`config.mk`:
```
export PLATFORM = sky130hd
export DESIGN_NAME = stream_uart_tx
export DESIGN_NICKNAME = d
export VERILOG_FILES = /design/src/rtl/uart_pkg.sv /design/src/rtl/uart_baud_counter.sv /design/src/rtl/stream_uart_tx.sv
export SDC_FILE = /design/constraint.sdc
export NUM_CORES = 1
export LEC_CHECK = 0
export ABC_CLOCK_PERIOD_IN_PS = 1500
export BUFFER_PORTS_ARGS = -buffer_cell sky130_fd_sc_hd__buf_2
export CORE_ASPECT_RATIO = 0.9
export CORE_UTILIZATION = 54
export CTS_BUF_LIST = sky130_fd_sc_hd__clkbuf_2 sky130_fd_sc_hd__clkbuf_4 sky130_fd_sc_hd__clkbuf_8
export DETAILED_ROUTE_END_ITERATION = 10
export PLACE_DENSITY = 0.83
export SLEW_MARGIN = 20
export SYNTH_ARGS = -nofsm -noshare
export SYNTH_HDL_FRONTEND = slang
export SYNTH_SLANG_ARGS = --single-unit
```
`constraint.sdc`:
```
create_clock -name clk -period 1.5 [get_ports clk]
set_input_delay 0.3 -clock clk [delete_from_list [all_inputs] [get_ports clk]]
set_output_delay 0.3 -clock clk [all_outputs]
set_load 0.02 [all_outputs]
```
`src/rtl/uart_pkg.sv`:
```
// Shared types and helpers for the UART transmitter and the planned receiver.
package uart_pkg;

  typedef enum logic [2:0] {
    IDLE,
    START,
    DATA,
    PARITY,
    STOP
  } tx_state_t;

  localparam int unsigned PAR_NONE = 0;
  localparam int unsigned PAR_EVEN = 1;
  localparam int unsigned PAR_ODD  = 2;

  // Serial bits in one frame: start + data + optional parity + stop.
  function automatic int unsigned frame_bits(input int unsigned dw,
                                             input int unsigned par,
                                             input int unsigned stop);
    return 1 + dw + ((par != PAR_NONE) ? 1 : 0) + stop;
  endfunction

endpackage

```
`src/rtl/uart_baud_counter.sv`:
```
// Bit-period timer: counts 0..CLKS_PER_BIT-1 while enabled, flags the last cycle.
module uart_baud_counter #(
  parameter int unsigned CLKS_PER_BIT = 16
) (
  input  logic clk,
  input  logic reset,
  input  logic clear,
  input  logic en,
  output logic bit_end
);

  localparam int unsigned CNT_W = (CLKS_PER_BIT > 1) ? $clog2(CLKS_PER_BIT) : 1;
  localparam logic [CNT_W-1:0] CNT_MAX = CNT_W'(CLKS_PER_BIT - 1);

  logic [CNT_W-1:0] r_cnt;

  always_ff @(posedge clk or posedge reset) begin
    if (reset) begin
      r_cnt <= '0;
    end else if (clear) begin
      r_cnt <= '0;
    end else if (en) begin
      r_cnt <= bit_end ? '0 : r_cnt + CNT_W'(1);
    end
  end

  // With a single clock per bit the counter never leaves 0, so this is constant 1.
  assign bit_end = (r_cnt == CNT_MAX);

endmodule

```
`src/rtl/stream_uart_tx.sv`:
```
// Valid/ready word stream to UART serial line: start, data LSB-first, optional parity, stop bits.
module stream_uart_tx #(
  parameter int unsigned DATA_WIDTH   = 8,
  parameter int unsigned CLKS_PER_BIT = 16,
  parameter int unsigned PARITY       = 0,
  parameter int unsigned STOP_BITS    = 1
) (
  input  logic                  clk,
  input  logic                  reset,
  input  logic                  in_valid,
  input  logic [DATA_WIDTH-1:0] in_data,
  output logic                  in_ready,
  output logic                  tx,
  output logic                  busy
);
  import uart_pkg::*;

  localparam int unsigned IDX_W = $clog2(DATA_WIDTH);
  localparam logic [IDX_W-1:0] LAST_IDX = IDX_W'(DATA_WIDTH - 1);
  localparam logic LAST_STOP = 1'(STOP_BITS - 1);
  localparam bit HAS_PARITY = (PARITY == PAR_EVEN) || (PARITY == PAR_ODD);

  tx_state_t             r_state;
  tx_state_t             w_state_nxt;
  logic [DATA_WIDTH-1:0] r_shreg;
  logic [DATA_WIDTH-1:0] w_shreg_nxt;
  logic [IDX_W-1:0]      r_bit_idx;
  logic [IDX_W-1:0]      w_bit_idx_nxt;
  logic                  r_stop_idx;
  logic                  w_stop_idx_nxt;
  logic                  r_par;
  logic                  w_par_nxt;
  logic                  r_tx;
  logic                  w_tx_nxt;
  logic                  r_busy;
  logic                  w_bit_end;
  logic                  w_baud_en;
  logic                  w_ready;
  logic                  w_accept;

  assign w_baud_en = (r_state != IDLE);

  uart_baud_counter #(
    .CLKS_PER_BIT(CLKS_PER_BIT)
  ) u_baud (
    .clk    (clk),
    .reset  (reset),
    .clear  (w_accept),
    .en     (w_baud_en),
    .bit_end(w_bit_end)
  );

  // Ready in IDLE, and in the final cycle of the last stop bit for gapless frames.
  assign w_ready  = (r_state == IDLE) ||
                    ((r_state == STOP) && (r_stop_idx == LAST_STOP) && w_bit_end);
  assign w_accept = in_valid && w_ready;

  always_comb begin
    w_state_nxt    = r_state;
    w_shreg_nxt    = r_shreg;
    w_bit_idx_nxt  = r_bit_idx;
    w_stop_idx_nxt = r_stop_idx;
    w_par_nxt      = r_par;
    w_tx_nxt       = 1'b1;

    if (w_accept) begin
      w_shreg_nxt    = in_data;
      w_par_nxt      = (PARITY == PAR_EVEN) ? (^in_data) : (~^in_data);
      w_bit_idx_nxt  = '0;
      w_stop_idx_nxt = 1'b0;
    end

    case (r_state)
      IDLE: begin
        if (w_accept) begin
          w_state_nxt = START;
        end
      end
      START: begin
        if (w_bit_end) begin
          w_state_nxt = DATA;
        end
      end
      DATA: begin
        if (w_bit_end) begin
          w_shreg_nxt = r_shreg >> 1;
          if (r_bit_idx == LAST_IDX) begin
            w_bit_idx_nxt  = '0;
            w_stop_idx_nxt = 1'b0;
            w_state_nxt    = HAS_PARITY ? uart_pkg::PARITY : STOP;
          end else begin
            w_bit_idx_nxt = r_bit_idx + IDX_W'(1);
          end
        end
      end
      uart_pkg::PARITY: begin
        if (w_bit_end) begin
          w_state_nxt = STOP;
        end
      end
      STOP: begin
        if (w_bit_end) begin
          if (r_stop_idx == LAST_STOP) begin
            w_state_nxt = w_accept ? START : IDLE;
          end else begin
            w_stop_idx_nxt = r_stop_idx + 1'b1;
          end
        end
      end
      default: begin
        w_state_nxt = IDLE;
      end
    endcase

    // Line level for the upcoming cycle, so tx comes straight from a flop.
    case (w_state_nxt)
      START:            w_tx_nxt = 1'b0;
      DATA:             w_tx_nxt = w_shreg_nxt[0];
      uart_pkg::PARITY: w_tx_nxt = w_par_nxt;
      default:          w_tx_nxt = 1'b1;
    endcase
  end

  always_ff @(posedge clk or posedge reset) begin
    if (reset) begin
      r_state    <= IDLE;
      r_shreg    <= '0;
      r_bit_idx  <= '0;
      r_stop_idx <= 1'b0;
      r_par      <= 1'b0;
      r_tx       <= 1'b1;
      r_busy     <= 1'b0;
    end else begin
      r_state    <= w_state_nxt;
      r_shreg    <= w_shreg_nxt;
      r_bit_idx  <= w_bit_idx_nxt;
      r_stop_idx <= w_stop_idx_nxt;
      r_par      <= w_par_nxt;
      r_tx       <= w_tx_nxt;
      r_busy     <= (w_state_nxt != IDLE);
    end
  end

  assign in_ready = w_ready;
  assign tx       = r_tx;
  assign busy     = r_busy;

endmodule

```
==> results.md, run 1 <==
* Status: finished, violations left
* Failing checks: negative setup slack
* DRC viols at 0
* Crit path arrival time at 1.58 ns
* Tmin final at 1.88 ns
* Vias in the first global route at 1022
* RSZ-0062 raised after global routing: true
* Syn_area_per_cell at between 10 and 15 sq um
* Synth cell count leaders: dfrtp_1 (21), a21oi_1 (11), mux2i_1 (9), nor2_1 (9)
* WP data required at 1.20 ns
* # H-tree levels at 1
* Layout area overhead at 34.5%
* Design Area, Final at 0.00167 sq mm
* Die area at 0.00250 sq mm
* FMAX at 533 MHz
* Max rail drop VDD at 1040 uV
* Via density at 5.82
* Nets@finish at 173
* CP Class: reg2out
* Total CTS buffers at 3
* Core Area at 0.00218 sq mm
* First drt pass iteration count at 4
* Final worst slack at -0.375 ns
* Final setup fails at 18
* Top Ports at 14
* Synthesis Warnings at 0
* Worst relative slew slack at roughly 79%
* PortBufs at 13
* Fraction of layout cells with a size suffix above 1 at between 40 and 50%
* Drt total wl at about 3300 um
* Post-synth EDFFs at 0
* Asr flop ratio synth at 100%
* Hold WC Path Type: in2reg
* Final hold violations at 0
* Clock sink count at 22
* Final Wtd Congestion at 0.888
* Leakage at 0.710 nW
* Register bit total from synthesis at 22
* Largest stage delay on the critical path at 0.41 ns
* Fin Setup TNS at -2.43 ns
* ANT nets after route at 0
* Mapped Nets at 133
* Top cell type's share of synthesized area at 42.3%
* Critical path's slowest cell: dfrtp_1
* Worst path top cell family by delay: flip-flops
* Initial antenna violation count at 0
* Post-synth top area cell: dfrtp_1
* Tot Pwr at 2.88 mW
* Largest net degree at the start of global routing at 23
* Die Width at 52.6 um
* Worst Clk Skew at 0.00714 ns
* Worst skew pair latency at 0.32 ns
* Row cnt at 16
* Gate Count Post-Synth at 119
* Crit share post-route at 125%
* Max-slew violation count at 0
* Grt ovf at 0
* Top FF cell, synth: dfrtp_1
* Crit path launch type: flip-flop
* Area contributors post-synth: dfrtp_1 (42%), mux2i_1 (7.3%), xnor2_1 (4.9%)
* Worst path cell trace: ha_4 -> nand4b_1 -> buf_4 -> a211oi_4 -> buf_6
* WL per Instance at 18.1 um
* Antenna Cells at 0
* Synth unique cells at 41
* Max clock buf depth at 2
* Max cap viols at 0
* CTS tree: yes
* Mapped cell area at 0.00124 sq mm
* Global Route Usage Sum at 27.9%
* Placed Area at 0.00147 sq mm
* Power Dens Cells at 1720 mW/mm^2
* Initial core utilization at 56.9%
* Top-count cell post-synth: dfrtp_1
* Sequential fraction of the synthesis area at about 44%
* Worst Path Buf+Inv at 2
* Tightest Pin Transition at 0.311 ns
* Iter 0 DRT Violations at 21
* Final HPWL DP at 2040 um
* CP max FO at 2
* Die height at ~48 um
* Clk Tree Root Cell: clkbuf_4
* Via count at 1076
* Worst Setup End Kind: output pin
* Worst-path clk slew at 0.12 ns
* First-pass GRT wire length at 4880 um
[cell families (layout without fill, tap and decap cells)]
kind of cell               after synthesis  in the layout  share of synthesized area (%)
AOI/OAI and AO/OA                       28             28                           14.6
xor gates and xnor gates                 7              7                           4.93
adders and majority gates                3              3                           3.02
buffers and inverters                   12             51                           6.55
DFF                                     22             22                           44.4
muxes                                   10             10                           8.16
and+or+nand+nor                         37             37                           18.3
[area by class of cell]
cell class                      instances  area, sq um
Multi-Input combinational cell         85          721
Tap cell                               27         33.8
Inverter                                5         18.8
Fill cell                             146          510
Sequential cell                        22          554
Clock buffer                            4         36.3
Timing Repair Buffer                   42          308
[layout by cell type (no fill, tap or decap), types with 2 or more instances in the layout]
master,Yosys,layout
buf_4,0,22
dfrtp_1,21,19
buf_2,4,13
a21oi_1,11,10
mux2i_1,9,9
nor2_1,9,9
xnor2_1,7,7
nand2_1,7,6
buf_6,2,6
inv_1,5,5
nor4_2,1,3
clkbuf_4,0,3
nand4b_1,2,2
or2_4,1,2
o22ai_1,2,2
or3_1,3,2
o21ai_0,4,2
ha_4,0,2
dfrtp_2,0,2
[power by group]
| part | leakage, nW | internal (mW) | switching [mW] |
|---|---|---|---|
| Clock | 0.0210 | 0.148 | 0.190 |
| Sequential | 0.261 | 0.852 | 0.199 |
| Combinational | 0.427 | 0.764 | 0.724 |
[path summary, 6_finish.rpt]
kind	startpoint	to	slack (ns)	cells after the start
min in group asynchronous	reset	u_baud.r_cnt[3]	0.54	4
worst max-delay path	u_baud.r_cnt[0]	in_ready	-0.38	5
max in group asynchronous	reset	tx	0.68	4
worst max register to register	u_baud.r_cnt[0]	busy	-0.32	7
worst min register to register	r_par	r_par	0.54	1
worst min-delay path	in_data[2]	r_shreg[2]	0.29	3
[layer usage]
layer  global-route usage (%)  wire length [um]  vias up
met2                     48.4              1830       28
li1                         -                 -      504
met5                        0                 0        -
met1                     35.3              1340      538
met4                     6.32                38        0
met3                     7.62               130        6
[metrics by stage]
stage	utilization (%)	setup WS [ns]	std cells	hold slack, ns
finish	76.6	-0.375	185	0.290
global route	76.6	-0.463	185	0.310
CTS	73.1	-0.401	183	0.288
detailed placement	67.5	-0.197	173	0.350
global placement	67.5	-0.142	173	0.346
floorplan	-	-0.0729	119	0.288
[registers in the layout, summed over array words and instances (netlist names)]
register      count
u_baud.r_cnt      4
r_state           3
busy              1
r_shreg           8
tx                1
r_bit_idx         3
r_stop_idx        1
r_par             1
[what timing repair did]
action                                  4_1_cts  5_1_grt
hold buffers                                  1        0
endpoints found under the setup margin       16       20
setup buffers                                 5        1
hold endpoints to repair                      9        0
pin swaps                                     7        1
cloned                                        0        1
gates resized for setup                      12       14
[worst register-to-register path, cell delays in order, from the launching register on]
cell       delay (ns)
dfrtp_1          0.43
ha_4             0.18
buf_4            0.13
buf_6            0.12
and3_2           0.26
a2bb2oi_2        0.20
inv_1            0.08
or3_1            0.32
Power figures use the tool's default switching activity.
==> run 2, diff against run 1 <==
--- a/config.mk
+++ b/config.mk
@@ -9,10 +9,11 @@
 export BUFFER_PORTS_ARGS = -buffer_cell sky130_fd_sc_hd__buf_2
 export CORE_ASPECT_RATIO = 0.9
-export CORE_UTILIZATION = 54
+export CORE_UTILIZATION = 53
 export CTS_BUF_LIST = sky130_fd_sc_hd__clkbuf_2 sky130_fd_sc_hd__clkbuf_4 sky130_fd_sc_hd__clkbuf_8
 export DETAILED_ROUTE_END_ITERATION = 10
-export PLACE_DENSITY = 0.83
+export PLACE_DENSITY = 0.82
 export SLEW_MARGIN = 20
 export SYNTH_ARGS = -nofsm -noshare
 export SYNTH_HDL_FRONTEND = slang
+export SYNTH_HIERARCHICAL = 1
 export SYNTH_SLANG_ARGS = --single-unit
==> constraint.sdc (replaced) <==
create_clock -name clk -period 1.5 [get_ports clk]
set_input_delay 0 -clock clk [delete_from_list [all_inputs] [get_ports clk]]
set_output_delay 0 -clock clk [all_outputs]
set_load 0.02 [all_outputs]
==> run 2 against run 1 <==
Compared with the run above:
- the run still ends with negative setup slack left
- hold slack worse by 0.28 ns
- clock skew down 0.0018 ns
- sequential power down 9%
- design area down 5.5%
- cell count down 3.2%
- non-clock buffer count down 5
- critical path type unchanged
- largest cell class unchanged
- highest routed layer unchanged
==> results.md, run 2 <==
* Global Route Usage Sum at 24.1%
* Post-synth top area cell: dfrtp_1
* Max clock buf depth at 2
* Die Width at ~52 um
* Leakage at ~0.75 nW
* WP data required at 1.50 ns
* Layout area overhead at 33.3%
* Worst skew pair latency at 0.32 ns
* Power Dens Cells at 1570 mW/mm^2
* Iter 0 DRT Violations at 19
* Mapped cell area at around 0.0012 sq mm
* DRC viols at 0
* Drt total wl at about 2600 um
* # fillers at between 100 and 150
* Worst-path clk slew at 0.12 ns
* Nets@finish at around 170
* Worst relative slew slack at around 53%
* Max-slew violation count at 0
* Max cap viols at 0
* First drt pass iteration count at 4
* Grt ovf at 0
* ANT nets after route at 0
* Tightest Pin Transition at just over 0.7 ns
* FMAX at around 570 MHz
* Die height at 46.9 um
* Total CTS buffers at 3
* Final worst slack at -0.245 ns
* Register bit total from synthesis at 22
* Clk Tree Root Cell: clkbuf_4
* Sequential fraction of the synthesis area at 46.6%
* Max reg flops at 8
* CP max FO at 6
* CP Class: reg2out
* Max rail drop VDD at 1350 uV
* Clock sink count at 22
* Fraction of layout cells with a size suffix above 1 at 36.4%
* Crit path arrival time at 1.74 ns
* Row cnt at 15
* # H-tree levels at 1
* Hold_ws at ~0.0056 ns
* Largest net degree at the start of global routing at 20
* Placed Area at about 0.0014 sq mm
* Crit share post-route at 116%
* Die area at 0.00243 sq mm
* Largest regs: r_shreg (8), u_baud/r_cnt (4)
* Antenna Cells at 0
* Largest Register: r_shreg
* WL per Instance at 14.7 um
* Initial core utilization at 59.0%
* Synthesis Warnings at 6
* Vias in the first global route at around 990
* Synth unique cells at 35
* Gate Count Post-Synth at 118
* Worst Clk Skew at 0.00534 ns
* Top Ports at 14
* CTS tree: yes
* Top FF cell, synth: dfrtp_1
* Core Area at ~0.002 sq mm
* Final hold violations at 0
* Syn_area_per_cell at 10.0 sq um
* Mapped Nets at 132
* Worst Setup End Kind: output pin
* Synth cell count leaders: dfrtp_1 (21), nand2_1 (16), o21ai_0 (12), mux2i_1 (8), nor2_1 (7)
* Initial antenna violation count at 0
* Tmin final at about 1.7 ns
* Final HPWL DP at roughly 1800 um
* Crit path launch type: flip-flop
* Area contributors post-synth: dfrtp_1 (44%), mux2i_1 (6.8%), o21ai_0 (5.1%)
* Status: finished, violations left
* Hold WC Path Type: in2reg
* Via count at 1001
* Post-synth EDFFs at 0
* Top cell type's share of synthesized area at 44.4%
* Top-count cell post-synth: dfrtp_1
* Most frequent cells in the layout: dfrtp_1 (21), buf_4 (17), nand2_1 (16), buf_2 (12), o21ai_0 (9)
* Via density at roughly 5.6
* Most common cell after layout, fill and taps aside: dfrtp_1
* Final Wtd Congestion at approximately 0.8
* First-pass GRT wire length at 4090 um
* Final setup fails at 18
* PortBufs at 13
* Failing checks: negative setup slack
* Design Area, Final at 0.00158 sq mm
* RSZ-0062 raised after global routing: true
* Asr flop ratio synth at 100%
-- run 2: what timing repair did --
| action | in CTS | in global routing |
|---|---|---|
| hold buffers | 5 | 0 |
| pin swaps | 4 | 3 |
| setup buffers | 1 | 1 |
| hold endpoints to repair | 25 | 0 |
| resized for setup | 9 | 9 |
| endpoints found under the setup margin | 16 | 22 |
-- run 2: cells by family (layout without fill, tap and decap cells) --
| logic type | count (synthesis) | after routing | synth area share [%] |
|---|---|---|---|
| mux | 9 | 9 | 7.71 |
| flops | 22 | 22 | 46.6 |
| compound gates | 26 | 26 | 14.9 |
| xor+xnor | 8 | 8 | 5.91 |
| fa+ha+maj | 3 | 3 | 3.17 |
| simple gates | 38 | 38 | 17.2 |
| buf+inv | 12 | 48 | 4.54 |
-- run 2: path summary, 6_finish.rpt --
path / cells after the start / endpoint / slack, ns / from
max in group asynchronous: 3 / r_shreg[2] / 0.72 / reset
min in group asynchronous: 3 / u_baud/r_cnt[1] / 0.10 / reset
min: 3 / r_shreg[6] / 0.006 / in_data[6]
min reg2reg: 2 / r_shreg[4] / 0.50 / r_shreg[5]
max reg2reg: 7 / busy / -0.24 / u_baud/r_cnt[0]
max: 7 / in_ready / -0.24 / u_baud/r_cnt[0]
-- run 2: metrics by stage --
stage	power, mW	TNS [ns]	utilization [%]	cells	worst slack, ns
final	2.47	-2.50	78.6	179	-0.245
after global routing	2.63	-4.00	78.6	179	-0.324
after CTS	2.38	-2.24	76.8	179	-0.241
after detailed placement	1.87	-2.29	69.7	169	-0.286
after global placement	1.80	-1.51	69.7	169	-0.192
after floorplan	1.52	-1.35	-	118	-0.278
-- run 2: critical path, stage by stage (launching register included) --
cell and delay, ns:
dfrtp_1 0.39, ha_2 0.18, and3_4 0.21, buf_6 0.11, nand2b_4 0.05, buf_6 0.11, a211oi_2 0.20, buf_4 0.17
-- run 2: final cells by class --
| type | instances | area, sq um | share of cell area (%) |
|---|---|---|---|
| inverters | 7 | 26.3 | 1.66 |
| flip-flops and latches | 22 | 552 | 34.9 |
| repair buffers | 37 | 272 | 17.2 |
| clock inverters | 1 | 30.0 | 1.90 |
| multi-input cells | 84 | 646 | 40.9 |
| clock buffers | 3 | 22.5 | 1.43 |
| well taps | 25 | 31.3 | 1.98 |
-- run 2: power by group --
group | internal [mW] | leakage, nW | total [mW] | switching [mW]
Sequential | 0.824 | 0.267 | 0.953 | 0.129
Clock | 0.271 | 0.0279 | 0.456 | 0.185
Combinational | 0.541 | 0.456 | 1.06 | 0.523
-- run 2: layer usage --
metal | track usage, % | wire length, um
met1 | 26.7 | 1120
met2 | 43.6 | 1370
met3 | 7.44 | 111
met4 | 10.3 | 31
met5 | 0 | 0
